**src/rtl/wb_stage_ctrl.sv**
```systemverilog
// Writeback-stage controller: decodes the retiring instruction, drives the RF write port,
// owns IR4 for forwarding, a RUN/HALTED state machine and saturating perf counters.
module wb_stage_ctrl #(
  parameter int DATA_WIDTH     = 8,
  parameter int INSTR_WIDTH    = 8,
  parameter int REG_ADDR_WIDTH = 2,
  parameter int PERF_WIDTH     = 16,
  parameter int ORI_REG        = 1
) (
  input  logic                      clock,
  input  logic                      reset,
  input  logic                      wb_valid,
  input  logic [INSTR_WIDTH-1:0]    wb_instr,
  input  logic [DATA_WIDTH-1:0]     wb_alu_result,
  input  logic [DATA_WIDTH-1:0]     wb_mem_data,
  input  logic                      resume,
  input  logic                      perf_clear,
  output logic                      rf_write,
  output logic [REG_ADDR_WIDTH-1:0] rf_waddr,
  output logic [DATA_WIDTH-1:0]     rf_wdata,
  output logic [INSTR_WIDTH-1:0]    ir4,
  output logic                      ir4_valid,
  output logic                      halted,
  output logic                      stop_pulse,
  output logic [PERF_WIDTH-1:0]     cycle_count,
  output logic [PERF_WIDTH-1:0]     retired_count
);

  typedef enum logic {RUN = 1'b0, HALTED = 1'b1} state_t;

  localparam logic [REG_ADDR_WIDTH-1:0] ORI_ADDR = REG_ADDR_WIDTH'(ORI_REG);
  localparam logic [PERF_WIDTH-1:0]     PERF_MAX = '1;

  state_t state, state_nxt;

  logic [3:0]                op;
  logic [REG_ADDR_WIDTH-1:0] rx;
  logic                      is_shift, is_ori, is_add, is_sub, is_nand, is_load, is_stop;
  logic                      writes_rf, active, stop_fire, run;
  logic                      instr_unused;

  assign op           = wb_instr[3:0];
  assign rx           = wb_instr[INSTR_WIDTH-1 -: REG_ADDR_WIDTH];
  assign instr_unused = ^wb_instr[INSTR_WIDTH-REG_ADDR_WIDTH-1:4];

  // shift and ori ignore op[3]; everything else is a full 4-bit match
  assign is_shift = (op[2:0] == 3'b011);
  assign is_ori   = (op[2:0] == 3'b111);
  assign is_add   = (op == 4'b0100);
  assign is_sub   = (op == 4'b0110);
  assign is_nand  = (op == 4'b1000);
  assign is_load  = (op == 4'b0000);
  assign is_stop  = (op == 4'b0001);

  assign writes_rf = is_shift | is_ori | is_add | is_sub | is_nand | is_load;
  assign run       = (state == RUN);
  assign active    = run & wb_valid;
  assign stop_fire = active & is_stop;

  always_ff @(posedge clock) begin
    if (reset) state <= RUN;
    else       state <= state_nxt;
  end

  always_comb begin
    state_nxt = state;
    case (state)
      RUN:     if (stop_fire) state_nxt = HALTED;
      HALTED:  if (resume)    state_nxt = RUN;
      default: state_nxt = RUN;
    endcase
  end

  always_comb begin
    rf_write = active & writes_rf;
    rf_waddr = is_ori  ? ORI_ADDR    : rx;
    rf_wdata = is_load ? wb_mem_data : wb_alu_result;
  end

  assign halted = (state == HALTED);

  always_ff @(posedge clock) begin
    if (reset) stop_pulse <= 1'b0;
    else       stop_pulse <= stop_fire;
  end

  // IR4 freezes on the stop itself so forwarding still sees the last real instruction
  always_ff @(posedge clock) begin
    if (reset) begin
      ir4       <= '0;
      ir4_valid <= 1'b0;
    end else if (run && !stop_fire) begin
      ir4_valid <= wb_valid;
      if (wb_valid) ir4 <= wb_instr;
    end
  end

  always_ff @(posedge clock) begin
    if (reset || perf_clear) begin
      cycle_count   <= '0;
      retired_count <= '0;
    end else begin
      if (run && cycle_count != PERF_MAX)      cycle_count   <= cycle_count + PERF_WIDTH'(1);
      if (active && retired_count != PERF_MAX) retired_count <= retired_count + PERF_WIDTH'(1);
    end
  end

endmodule

```
**config.mk**
```make
export PLATFORM = sky130hd
export DESIGN_NAME = wb_stage_ctrl
export DESIGN_NICKNAME = d
export VERILOG_FILES = /design/src/rtl/wb_stage_ctrl.sv
export SDC_FILE = /design/constraint.sdc
export NUM_CORES = 1
export LEC_CHECK = 0
export ABC_AREA = 1
export CAP_MARGIN = 20
export CELL_PAD_IN_SITES_DETAIL_PLACEMENT = 1
export CELL_PAD_IN_SITES_GLOBAL_PLACEMENT = 2
export CORE_UTILIZATION = 23
export CTS_CLUSTER_SIZE = 10
export DETAILED_ROUTE_END_ITERATION = 12
export GPL_TIMING_DRIVEN = 0
export PLACE_DENSITY = 0.81
export SLEW_MARGIN = 20
export SYNTH_ARGS = -nofsm -noshare
export SYNTH_HDL_FRONTEND = slang
export SYNTH_SLANG_ARGS = --single-unit
```
**constraint.sdc**
```tcl
create_clock -name clock -period 1.74 [get_ports clock]
set_clock_uncertainty 0.2 [all_clocks]
set_input_delay 0.348 -clock clock [delete_from_list [all_inputs] [get_ports clock]]
set_output_delay 0.348 -clock clock [all_outputs]
set_load 0.05 [all_outputs]
```
==> metrics <==
Synth Instances 366; via/cell ratio 4.52; Post-DRT Antenna Nets 0; CP cell instances clkdlybuf4s50_1 > mux2_2 > buf_6; fill count 1300; R2R Path Start cycle_count[0]; Yosys Warn Count 0; number of synthesized flops with an enable pin 0; final wirelength 8.19 mm; Placer Congestion 0.836; failing checks setup timing; Post-Synth Simple-Gate Area 44.6%; Power Dens Cells 604 nW/um^2; Final Hold Vio Count 0; Register-to-Register Setup Slack 0.07 ns; Detail Placement HPWL 6.13 mm; full die area 11000 um^2; largest family of logic cells by synthesized area simple AND/OR/NAND/NOR gates; Net count, final 500; post-synthesis cell type count 32; Seq/Total Area, Yosys 35.5%; clk_lat worst skew 0.30 ns; P_leak 1.53 nW; first-pass GRT wire length 13.7 mm; Worst Hold Margin 0.0997 ns; top_reg_cell synth dfxtp_1; number of global-route vias before repair 2839; RSZ-0062 raised after global routing true; I/O Buffers 82; post-synthesis xor/xnor area fraction 0.722%; CTS Buf Count 5; slew margin rel. 66.6%; Placed Instances 584; drt wl/cell 13.5 um; most frequent cells after synthesis 106 x nand2_1, 75 x nor2_1, 43 x dfxtp_1, 32 x a21oi_1, 27 x nand3_1; Worst Tran Pin Value 0.503 ns; top cells by area, synth dfxtp_1 35%, nand2_1 16%, nor2_1 12%; status finished, violations left; DR pass1 iterations 4; P&R area growth vs syn 57.7%; die width 105 um; Top Ports 83; Synth Area in Compound Gates 8.30%; DP Worst Slack -1.24 ns; CTS Sinks 43; Overflow after GRT 0; Final setup viols 7; clk root buf clkbuf_8; GRT Overall Usage 15.3%; most common cell in the netlist nand2_1; CTS tree built; Cell Area, Synth 2430 um^2; Row Count 37; Final WS setup -0.0160 ns; max-cap viol count 0; Max Fclk 0.569 GHz; Crit Path Class primary input to primary output; post-synth top area share 35.5%; Remaining DRCs 0; Worst path top cell family by delay buffers and inverters; Slowest cell on crit path clkdlybuf4s50_1; Hold WC Path Type primary input to register; CTS clk-pin slew, worst paths 0.10 ns; dominant cell type by area after synthesis dfxtp_1; Worst Path Required 1.19 ns; post-synthesis mux area share 3.71%; Post-synth ARST share 0%; Core Box Area 10300 um^2; Crit Path Max Fanout 1; Final period util 101%; VDD IR max 0.418 mV; largest net degree at the start of global routing 15; DR iter-0 viols 60; Synth Area in Adders 1.03%; initial antenna violation count 1; Final min period 1.76 ns; initial core utilization 23.6%; layout cells sized above 1 33.4%; crit end category primary output; CP arrival 1.21 ns; post-synthesis register bit count 43; synthesized area per cell 6.63 um^2; CP bufs+invs 2; largest stage delay on the critical path 0.42 ns; Synth Net Count 397; H-tree level count 2; crit path launch type primary input; Slew Limit Fails 0; crit path from wb_alu_result[0]; Die H 105 um; clock buffer depth 2; Layout Cells excl Fill 607; hold wc startpoint wb_instr[1]; Via Count 2741
## cells in the final DEF, fill, tap and decap left out, types with 2 or more instances in the layout
| cell type | instances |
|---|---|
| nand2_1 | 104 |
| nor2_1 | 68 |
| a21oi_1 | 31 |
| dfxtp_2 | 28 |
| nand3_1 | 27 |
| clkdlybuf4s15_2 | 23 |
| inv_1 | 22 |
| clkdlybuf4s50_1 | 17 |
| clkbuf_2 | 16 |
| buf_4 | 13 |
| dfxtp_1 | 10 |
| nor2_4 | 9 |
| buf_8 | 9 |
| nor2_2 | 8 |
| mux2_4 | 6 |
| buf_6 | 6 |
| nor3_1 | 5 |
| nand4_1 | 5 |
| clkbuf_8 | 5 |
| dfxtp_4 | 5 |
| dlygate4sd2_1 | 5 |
| o21ai_0 | 4 |
| clkdlybuf4s15_1 | 4 |
| nand2_4 | 3 |
| inv_4 | 3 |
| clkbuf_4 | 3 |
| dlymetal6s2s_1 | 3 |
| mux2_2 | 2 |
| nand4_4 | 2 |
| buf_2 | 2 |
| nand2_2 | 2 |
| xor2_1 | 2 |
## path summary, 6_finish.rpt
path | cells past startpoint | endpoint
worst min register to register | 2 | ir4[3]
worst max-delay path | 3 | rf_wdata[0]
worst min-delay path | 3 | ir4[1]
worst max register to register | 8 | cycle_count[12]
## where the power goes
part	internal [mW]	total [mW]	switching [mW]
Sequential	0.996	1.01	0.0134
Clock	0.515	0.901	0.386
Combinational	0.161	0.399	0.237
## registers in the layout, indices dropped and copies added, names as in the netlist
name	cells
cycle_count	16
retired_count	16
ir4	8
halted	1
stop_pulse	1
ir4_valid	1
## worst min-delay path: stages
cell	delay, ns
buf_8	0.10
nand2_1	0.06
a21oi_1	0.06
## cells by family after synthesis
logic type,Yosys count
mux,8
simple gates,239
compound gates,39
fa+ha+maj,2
flops,43
xor+xnor,2
buf+inv,33
## per-stage QoR
step / TNS, ns / utilization, % / instance area, um^2 / power [mW]
floorplan: 0 / - / 2490 / 1.25
global placement: -21.29 / 33.9 / 3480 / 1.41
detailed placement: -22.24 / 33.9 / 3480 / 1.41
CTS: -0.0702 / 36.3 / 3730 / 2.35
global route: -0.417 / 37.2 / 3820 / 2.41
finish: -0.0708 / 37.2 / 3820 / 2.31
## routing by layer
layer / part of all wire (%) / global-route usage (%)
met1: 42 / 18.0
met2: 52 / 27.5
met3: 5.1 / 3.68
met4: 1.1 / 4.12
met5: 0 / 0
## layout make-up
cell class,count,area [um^2],share of cell area [%]
Multi-Input combinational cell,290,1530,39.9
Antenna cell,1,2.50,0.0654
Timing Repair Buffer,96,923,24.1
Clock inverter,2,37.5,0.981
Clock buffer,6,93.8,2.45
Buffer,6,43.8,1.14
Inverter,27,114,2.98
Tap cell,136,170,4.45
Sequential cell,43,915,23.9
## what timing repair did
| item | in CTS | in global routing |
|---|---|---|
| pin swaps | 5 | 4 |
| setup endpoints to repair | 79 | 57 |
| buffers inserted | 3 | 10 |
| resized for setup | 226 | 42 |
| gates cloned | 1 | 0 |
| hold buffers | 0 | 0 |
No activity file was read; power rests on OpenSTA's default activity.
